## src/rtl/idu_pipe.sv

```systemverilog
// rtl/idu_pipe.sv - Registered RV32I/RV64I(+M, Zicsr, fence, system) decode stage
// with valid/ready handshake, 2-entry skid buffer and flush.
module idu_pipe #(
  parameter int XLEN = 64,
  parameter int PC_W = 64
) (
  input  logic            clk,
  input  logic            rst_n,
  input  logic            flush_i,
  input  logic            in_valid_i,
  output logic            in_ready_o,
  input  logic [31:0]     in_inst_i,
  input  logic [PC_W-1:0] in_pc_i,
  output logic            out_valid_o,
  input  logic            out_ready_i,
  output logic [PC_W-1:0] out_pc_o,
  output logic [4:0]      out_rs1_o,
  output logic [4:0]      out_rs2_o,
  output logic [4:0]      out_rd_o,
  output logic            out_rd_we_o,
  output logic [XLEN-1:0] out_imm_o,
  output logic [5:0]      out_cls_o,
  output logic [2:0]      out_funct3_o,
  output logic            out_alt_o,
  output logic            out_word_o,
  output logic            out_op2imm_o,
  output logic            out_illegal_o
);

  localparam bit IS_64 = (XLEN == 64);

  localparam logic [6:0] OP_LUI    = 7'b0110111;
  localparam logic [6:0] OP_AUIPC  = 7'b0010111;
  localparam logic [6:0] OP_JAL    = 7'b1101111;
  localparam logic [6:0] OP_JALR   = 7'b1100111;
  localparam logic [6:0] OP_BRANCH = 7'b1100011;
  localparam logic [6:0] OP_LOAD   = 7'b0000011;
  localparam logic [6:0] OP_STORE  = 7'b0100011;
  localparam logic [6:0] OP_IMM    = 7'b0010011;
  localparam logic [6:0] OP_IMM32  = 7'b0011011;
  localparam logic [6:0] OP_REG    = 7'b0110011;
  localparam logic [6:0] OP_REG32  = 7'b0111011;
  localparam logic [6:0] OP_MISC   = 7'b0001111;
  localparam logic [6:0] OP_SYSTEM = 7'b1110011;

  // Class bit order: {sys, mem, csr, muldiv, bjp, alu}
  localparam logic [5:0] CLS_ALU = 6'b000001;
  localparam logic [5:0] CLS_BJP = 6'b000010;
  localparam logic [5:0] CLS_MD  = 6'b000100;
  localparam logic [5:0] CLS_CSR = 6'b001000;
  localparam logic [5:0] CLS_MEM = 6'b010000;
  localparam logic [5:0] CLS_SYS = 6'b100000;

  typedef struct packed {
    logic [PC_W-1:0] pc;
    logic [4:0]      rs1;
    logic [4:0]      rs2;
    logic [4:0]      rd;
    logic            rd_we;
    logic [XLEN-1:0] imm;
    logic [5:0]      cls;
    logic [2:0]      funct3;
    logic            alt;
    logic            word;
    logic            op2imm;
    logic            illegal;
  } entry_t;

  logic [6:0] opcode;
  logic [2:0] f3;
  logic [6:0] f7;
  assign opcode = in_inst_i[6:0];
  assign f3     = in_inst_i[14:12];
  assign f7     = in_inst_i[31:25];

  logic [XLEN-1:0] imm_i, imm_s, imm_b, imm_u, imm_j, imm_z, imm_sh5, imm_sh6;
  assign imm_i   = XLEN'($signed(in_inst_i[31:20]));
  assign imm_s   = XLEN'($signed({in_inst_i[31:25], in_inst_i[11:7]}));
  assign imm_b   = XLEN'($signed({in_inst_i[31], in_inst_i[7], in_inst_i[30:25],
                                  in_inst_i[11:8], 1'b0}));
  assign imm_u   = XLEN'($signed({in_inst_i[31:12], 12'b0}));
  assign imm_j   = XLEN'($signed({in_inst_i[31], in_inst_i[19:12], in_inst_i[20],
                                  in_inst_i[30:21], 1'b0}));
  assign imm_z   = XLEN'(in_inst_i[19:15]);
  assign imm_sh5 = XLEN'(in_inst_i[24:20]);
  assign imm_sh6 = XLEN'(in_inst_i[25:20]);

  logic            legal, rs1_rd, rs2_rd, rd_wr, alt, word, op2imm;
  logic [5:0]      cls;
  logic [XLEN-1:0] imm;

  always_comb begin
    legal  = 1'b0;
    rs1_rd = 1'b0;
    rs2_rd = 1'b0;
    rd_wr  = 1'b0;
    alt    = 1'b0;
    word   = 1'b0;
    op2imm = 1'b0;
    cls    = 6'b0;
    imm    = '0;
    case (opcode)
      OP_LUI, OP_AUIPC: begin
        legal = 1'b1; cls = CLS_ALU; rd_wr = 1'b1; op2imm = 1'b1; imm = imm_u;
      end
      OP_JAL: begin
        legal = 1'b1; cls = CLS_BJP; rd_wr = 1'b1; imm = imm_j;
      end
      OP_JALR: begin
        legal = (f3 == 3'b000); cls = CLS_BJP; rs1_rd = 1'b1; rd_wr = 1'b1; imm = imm_i;
      end
      OP_BRANCH: begin
        legal = (f3 != 3'b010) && (f3 != 3'b011);
        cls = CLS_BJP; rs1_rd = 1'b1; rs2_rd = 1'b1; imm = imm_b;
      end
      OP_LOAD: begin
        legal = (f3 != 3'b111) && (IS_64 || (f3 != 3'b011 && f3 != 3'b110));
        cls = CLS_MEM; rs1_rd = 1'b1; rd_wr = 1'b1; op2imm = 1'b1; imm = imm_i;
      end
      OP_STORE: begin
        legal = (f3 <= 3'b010) || (IS_64 && f3 == 3'b011);
        cls = CLS_MEM; rs1_rd = 1'b1; rs2_rd = 1'b1; op2imm = 1'b1; imm = imm_s;
      end
      OP_IMM: begin
        cls = CLS_ALU; rs1_rd = 1'b1; rd_wr = 1'b1; op2imm = 1'b1; imm = imm_i;
        legal = 1'b1;
        // Shift forms: RV64 frees inst[25] for shamt[5]; RV32 requires it clear.
        if (f3 == 3'b001 || f3 == 3'b101) begin
          imm   = IS_64 ? imm_sh6 : imm_sh5;
          alt   = (f3 == 3'b101) && in_inst_i[30];
          legal = (in_inst_i[31:26] == 6'b000000 ||
                   (f3 == 3'b101 && in_inst_i[31:26] == 6'b010000)) &&
                  (IS_64 || !in_inst_i[25]);
        end
      end
      OP_IMM32: begin
        cls = CLS_ALU; rs1_rd = 1'b1; rd_wr = 1'b1; op2imm = 1'b1; word = 1'b1;
        imm = imm_i;
        legal = IS_64 && (f3 == 3'b000);
        if (f3 == 3'b001 || f3 == 3'b101) begin
          imm   = imm_sh5;
          alt   = (f3 == 3'b101) && in_inst_i[30];
          legal = IS_64 && (f7 == 7'b0000000 || (f3 == 3'b101 && f7 == 7'b0100000));
        end
      end
      OP_REG: begin
        rs1_rd = 1'b1; rs2_rd = 1'b1; rd_wr = 1'b1; cls = CLS_ALU;
        if (f7 == 7'b0000001) begin
          legal = 1'b1; cls = CLS_MD;
        end else if (f7 == 7'b0100000) begin
          legal = (f3 == 3'b000) || (f3 == 3'b101); alt = 1'b1;
        end else begin
          legal = (f7 == 7'b0000000);
        end
      end
      OP_REG32: begin
        rs1_rd = 1'b1; rs2_rd = 1'b1; rd_wr = 1'b1; word = 1'b1; cls = CLS_ALU;
        if (f7 == 7'b0000001) begin
          legal = IS_64 && (f3 == 3'b000 || f3 >= 3'b100); cls = CLS_MD;
        end else if (f7 == 7'b0100000) begin
          legal = IS_64 && (f3 == 3'b000 || f3 == 3'b101); alt = 1'b1;
        end else begin
          legal = IS_64 && (f7 == 7'b0000000) &&
                  (f3 == 3'b000 || f3 == 3'b001 || f3 == 3'b101);
        end
      end
      OP_MISC: begin
        legal = (f3 == 3'b000) || (f3 == 3'b001); cls = CLS_SYS;
      end
      OP_SYSTEM: begin
        if (f3 == 3'b000) begin
          cls   = CLS_SYS;
          legal = (in_inst_i == 32'h0000_0073) || (in_inst_i == 32'h0010_0073) ||
                  (in_inst_i == 32'h3020_0073);
        end else if (f3 != 3'b100) begin
          legal  = 1'b1; cls = CLS_CSR; rd_wr = 1'b1;
          rs1_rd = !f3[2];
          imm    = f3[2] ? imm_z : '0;
        end
      end
      default: ;
    endcase
  end

  entry_t dec;
  always_comb begin
    dec         = '0;
    dec.pc      = in_pc_i;
    dec.funct3  = f3;
    dec.illegal = !legal;
    if (legal) begin
      dec.rs1    = rs1_rd ? in_inst_i[19:15] : 5'd0;
      dec.rs2    = rs2_rd ? in_inst_i[24:20] : 5'd0;
      dec.rd     = rd_wr ? in_inst_i[11:7] : 5'd0;
      dec.rd_we  = rd_wr;
      dec.imm    = imm;
      dec.cls    = cls;
      dec.alt    = alt;
      dec.word   = word;
      dec.op2imm = op2imm;
    end
  end

  entry_t m_q, m_d, s_q, s_d;
  logic   m_valid_q, m_valid_d, s_valid_q, s_valid_d;
  logic   accept, fire;

  assign in_ready_o  = !s_valid_q;
  assign out_valid_o = m_valid_q;
  assign accept      = in_valid_i && in_ready_o;
  assign fire        = m_valid_q && out_ready_i;

  always_comb begin
    m_d       = m_q;
    s_d       = s_q;
    m_valid_d = m_valid_q;
    s_valid_d = s_valid_q;
    if (flush_i) begin
      m_valid_d = 1'b0;
      s_valid_d = 1'b0;
    end else if (s_valid_q) begin
      if (fire) begin
        m_d       = s_q;
        s_valid_d = 1'b0;
      end
    end else if (m_valid_q) begin
      if (accept && fire) begin
        m_d = dec;
      end else if (accept) begin
        s_d       = dec;
        s_valid_d = 1'b1;
      end else if (fire) begin
        m_valid_d = 1'b0;
      end
    end else if (accept) begin
      m_d       = dec;
      m_valid_d = 1'b1;
    end
  end

  always_ff @(posedge clk or negedge rst_n) begin
    if (!rst_n) begin
      m_q       <= '0;
      s_q       <= '0;
      m_valid_q <= 1'b0;
      s_valid_q <= 1'b0;
    end else begin
      m_q       <= m_d;
      s_q       <= s_d;
      m_valid_q <= m_valid_d;
      s_valid_q <= s_valid_d;
    end
  end

  assign out_pc_o      = m_q.pc;
  assign out_rs1_o     = m_q.rs1;
  assign out_rs2_o     = m_q.rs2;
  assign out_rd_o      = m_q.rd;
  assign out_rd_we_o   = m_q.rd_we;
  assign out_imm_o     = m_q.imm;
  assign out_cls_o     = m_q.cls;
  assign out_funct3_o  = m_q.funct3;
  assign out_alt_o     = m_q.alt;
  assign out_word_o    = m_q.word;
  assign out_op2imm_o  = m_q.op2imm;
  assign out_illegal_o = m_q.illegal;

endmodule

```

## config.mk

```make
export PLATFORM = sky130hd
export DESIGN_NAME = idu_pipe
export DESIGN_NICKNAME = d
export VERILOG_FILES = /design/src/rtl/idu_pipe.sv
export SDC_FILE = /design/constraint.sdc
export NUM_CORES = 1
export LEC_CHECK = 0
export BUFFER_PORTS_ARGS = -buffer_cell sky130_fd_sc_hd__buf_2
export CAP_MARGIN = 30
export CORE_MARGIN = 4
export CORE_UTILIZATION = 45
export DETAILED_ROUTE_END_ITERATION = 10
export MAX_ROUTING_LAYER = met4
export PLACE_DENSITY = 0.73
export SYNTH_ARGS = -nofsm -noshare
export SYNTH_HDL_FRONTEND = slang
export SYNTH_SLANG_ARGS = --single-unit
```

## constraint.sdc

```tcl
create_clock -name clk -period 2.4 [get_ports clk]
set_input_delay 0.36 -clock clk [delete_from_list [all_inputs] [get_ports clk]]
set_output_delay 0.36 -clock clk [all_outputs]
set_load 0.05 [all_outputs]
```

# Word-level counts from Yosys, hierarchy flattened
# Index checks and enable logic that the tools add are counted.
# totals
reg_bits,316
in_bits,101
elab_cells,152
# classes
order_cmp,2
eq_ne,29
muxes,52
bitwise_logic,3
reduce_logical,40
# ops
cell,count
$mux 157,5
$pmux 64 s8,1
$mux 64,2
$mux 86,1
$pmux 6 s6,1
$eq 7x6->1 const B,5
$eq 32x21->1 const B,1
$eq 32x30->1 const B,1
$eq 32x7->1 const B,1
$mux 5,6
$eq 7x7->1 const B,4
$mux 1,28
$eq 7x5->1 const B,3
$reduce_or 2->1,6
$pmux 1 s11,1
$logic_or 1x1->1,10
$reduce_or 9->1,1
$logic_and 1x1->1,8
$reduce_or 4->1,2
$reduce_or 8->1,1
$eq 7x1->1 const B,1
$eq 7x2->1 const B,1
$eq 7x4->1 const B,1
$logic_not 7->1,1
24 further kinds,34

# Longest topological paths before layout
# logic_depth
ltp_word,11
ltp_mapped,12
mapped_depth_nobuf,7

# Worst setup path before layout
# Ideal clock, no wire load.
# synth_timing
kind,register -> register
from,"register m_valid_q, in the netlist out_valid_o"
to,register m_q (netlist bit out_imm_o[12])
setup_time_ns,0.083
t_arrival_ns,2.467
required_time_ns,2.317
setup_slack_ns,-0.149
stages_incl_launch_ff,9
n_path_buf,3
period_less_slack_ns,2.549
path_cell_list,dfrtp_1 nor2_1 or4_1 clkbuf_1 clkbuf_1 nor2_1 nand3b_4 clkbuf_1 o22ai_1
# synth_via
elab_chain_cells,4
word_cells_on_any_way,8
classes_between,2 x eq/ne; 2 x mux; 4 x reduce/logical
# synth_lines
element,line,rtl
"start, declared",205,"logic m_valid_q, m_valid_d, s_valid_q, s_valid_d;"
"start signal, assigned",250,m_valid_q <= m_valid_d;
$logic_and 1x1->1,211,assign fire = m_valid_q && out_ready_i;
$logic_and 1x1->1,227,if (accept && fire) begin
$ne 3x1->1 (no line),-,
$reduce_and 4->1 (no line),-,
"end signal, assigned",248,m_q <= m_d;
"end, declared",204,"entry_t m_q, m_d, s_q, s_d;"
# Several ways; a longest one is shown, not always the timed one.
# A chain may end at the register's enable or synchronous reset.

# Final worst setup path
# layout_timing
from,input in_inst_i[25]
to,register m_q (netlist bit out_imm_o[9])
# layout_via
elab_chain_cells,9
word_cells_on_any_way,23
classes_between,5 x eq/ne; 12 x mux; 6 x reduce/logical
# layout_lines
element,line,rtl
"start, declared",12,"input logic [31:0] in_inst_i,"
"$eq 32x7->1, or another cell as far along",173,legal = (in_inst_i == 32'h0000_0073) || (in_inst_i == 32'h0010_0073) ||
"$logic_or 1x1->1, or another cell as far along (2 in a row)",173,
"$mux 1, on equally long branches","171, 140, 158",
$pmux 1 s11 (*),102,case (opcode)
$mux 86 (*),191,if (legal) begin
"$mux 157, on equally long branches","235, 227",
$mux 157 (*),226,end else if (m_valid_q) begin
$mux 157 (*),221,end else if (s_valid_q) begin
# Mark *: on every way between the ends. The rest lies on a longest branch, timed or not. The select of a mux whose other input is x is not followed.

==> impl_metrics.env <==
export IMPL_critPathRequiredTime_ns=2.87
export IMPL_slew_headroom_pct=50.1
export IMPL_antenna_found_initial=2
export IMPL_grt_pass1_vias=10400
export IMPL_coreArea_um2=25300
export IMPL_fp_row_count=58
export IMPL_clk_pin_slew_ns=0.06
export IMPL_ys_ff_latch=252
export IMPL_htreeDepth=1
export IMPL_final_cell_count_no_fill=1879
export IMPL_cts_sink_count=252
export IMPL_finalSetupViolCount=0
export IMPL_power_density_nw_per_um2=905
export IMPL_synth_edff_count=0
export IMPL_cts_root_buffer="clkbuf_16"
export IMPL_final_period_utilization_pct=95.0
export IMPL_netlist_instances=1230
export IMPL_synth_area_per_cell_um2=9.41
export IMPL_hpwl_mm=23.8
export IMPL_wl_per_cell_um=18.6
export IMPL_drv_slew=0
export IMPL_cts_tree="yes"
export IMPL_outcome="finished clean"
export IMPL_rsz0062_at_grt="no"
export IMPL_pin_count=260
export IMPL_synth_cell_area_um2=11600
export IMPL_final_setup_skew_ns=0.0114
export IMPL_die_h_um=168
export IMPL_placed_cell_area_um2=13700
export IMPL_numCtsBuffers=28
export IMPL_ctsLongestPathBuffers=3
export IMPL_yosysSeqAreaShare_pct=54.5
export IMPL_portBuffers=259
export IMPL_vdd_drop_max_mv=0.692
export IMPL_dp_cells=1807
export IMPL_place_gp_congestion=0.989
export IMPL_clock_latency_ns=0.55
export IMPL_grt_pass1_wl_mm=56.0
export IMPL_die_w_um=168
export IMPL_synth_warnings=0
export IMPL_synth_area_leaders="dfrtp_1 (54%), nand2_1 (11%), mux2i_1 (6.1%), a21oi_1 (3.7%), o21ai_0 (3.4%)"
export IMPL_grt_use_total_pct=24.9
export IMPL_finalInstanceArea_um2=14800
export IMPL_cp_max_fo=41
export IMPL_initial_utilization_pct=45.8
export IMPL_overflow=0
export IMPL_leakage_nw=7.27
export IMPL_post_cts_setup_buffer_count=0
export IMPL_synth_nets=1331
export IMPL_vias=10400
export IMPL_fin_nets=1626
export IMPL_synth_ff_type="dfrtp_1"
export IMPL_min_path_type="in -> reg"
export IMPL_maxCapViolCount=0
export IMPL_timing_final_crit_period_ns=2.28
export IMPL_remaining_drc_errors=0
export IMPL_ant_nets=0
export IMPL_worstMarginPinSlew_ns=0.742
export IMPL_synth_async_reset_ratio_pct=100
export IMPL_dr_first_iter_drc_count=959
export IMPL_power_w=0.0134
export IMPL_fmax_ghz=0.439
export IMPL_start_kind="input port"
export IMPL_die_area_um2=28400
export IMPL_synth_top_cell_by_area="dfrtp_1"
export IMPL_crit_arrival_ns=2.75
export IMPL_grt_max_degree=133
export IMPL_hold_viol=0
export IMPL_post_synth_top_count_cell="nand2_1"
export IMPL_crit_type="in -> reg"
export IMPL_first_pass_iters=7
export IMPL_totalWireLength_mm=35.0
export IMPL_viasPerCell=5.51
export IMPL_final_core_util_pct=58.8
export IMPL_syn_to_final_growth_pct=28.3
export IMPL_crit_path_end_kind="register"
export IMPL_synthTopCellsByCount="nand2_1 (339), dfrtp_1 (252), a21oi_1 (86)"
export IMPL_synth_cell_type_count=53
export IMPL_synth_top_cell_area_share_pct=54.5
export IMPL_drive_above_1_share_pct=28.6
placed cells by master (no fill, tap or decap), drive strengths merged, types with 5 or more instances in the layout:
master	n
buf	372
nand2	339
dfrtp	252
a21oi	86
o21ai	81
mux2i	70
nor2	63
clkbuf	40
o31ai	33
dlygate4sd3	18
o22ai	16
nor3	15
a32o	15
or3	13
nor4	10
nand4b	9
and3	8
clkinv	8
a31oi	7
inv	6
a22o	6
and4b	5
a31o	5
o2bb2ai	5
a211oi	5
or4	5
worst paths after layout:
check	start	end	slack [ns]	cells after the start
worst min register to register	out_pc_o[41]	out_pc_o[41]	0.47	2
min in group asynchronous	rst_n	out_rs2_o[3]	0.38	2
max in group asynchronous	rst_n	s_q[39]	1.30	3
worst max register to register	s_valid_q	out_rd_o[3]	0.26	7
worst max-delay path	in_inst_i[25]	out_imm_o[9]	0.12	8
worst min-delay path	in_pc_i[11]	s_q[104]	0.02	3
cell families after synthesis:
group	Yosys count	share of synthesized area (%)
AOI/OAI and AO/OA	284	15.3
buffers and inverters	131	5.50
DFF	252	54.5
and+or+nand+nor	491	18.4
muxes	72	6.25
registers in the layout, summed over array words and instances, names as in the netlist:
| name | count |
|---|---|
| out_rs1_o | 5 |
| out_imm_o | 32 |
| s_valid_q | 1 |
| out_cls_o | 6 |
| out_rd_we_o | 1 |
| out_illegal_o | 1 |
| s_q | 125 |
| out_rs2_o | 5 |
| out_rd_o | 5 |
| out_pc_o | 64 |
| out_op2imm_o | 1 |
| out_word_o | 1 |
| out_valid_o | 1 |
| out_alt_o | 1 |
| out_funct3_o | 3 |
layout make-up:
class | instances | area, µm²
fillers | 2201 | 10400
inverters | 6 | 22.5
clock inverters | 12 | 126
diodes | 2 | 5.00
repair buffers | 390 | 2480
flip-flops and latches | 252 | 6310
clock buffers | 40 | 826
well taps | 330 | 413
multi-input cells | 847 | 4660
routing by layer:
layer | track usage (%) | up-vias | routed length [µm]
met5 | - | - | 0
met4 | 7.45 | 0 | 1080
met3 | 7.56 | 68 | 3600
met2 | 39.5 | 445 | 16300
met1 | 30.9 | 5010 | 14100
li1 | - | 4833 | -
stage by stage:
step	worst slack [ns]	hold WS, ns	TNS (ns)
2_1_floorplan	0.000405	0.0644	0
3_3_place_gp	-0.548	0.375	-47.05
3_5_place_dp	-0.657	0.367	-58.24
4_1_cts	0.204	0.000224	0
5_1_grt	0.0608	0.000177	0
6_report	0.120	0.0211	0
report_power, final:
| group | switching, W | leakage, nW | internal (W) |
|---|---|---|---|
| clock network | 0.00175 | 0.470 | 0.00260 |
| logic | 0.00281 | 3.57 | 0.000926 |
| registers | 0.000412 | 3.23 | 0.00492 |
| total | 0.00497 | 7.27 | 0.00845 |
what timing repair did:
action / 4_1_cts / 5_1_grt
endpoints found under the setup margin: 44 / 0
hold buffers: 18 / 0
hold endpoints to repair: 77 / 0
gates resized for setup: 1 / 0
critical path, stage by stage:
cell       delay [ns]
buf_2            0.12
nor4_2           0.59
o21ai_0          0.33
nor3_1           0.33
a21oi_1          0.07
and4_4           0.30
nor3b_2          0.46
o2bb2ai_1        0.17
(Power assumes the default switching activity.)
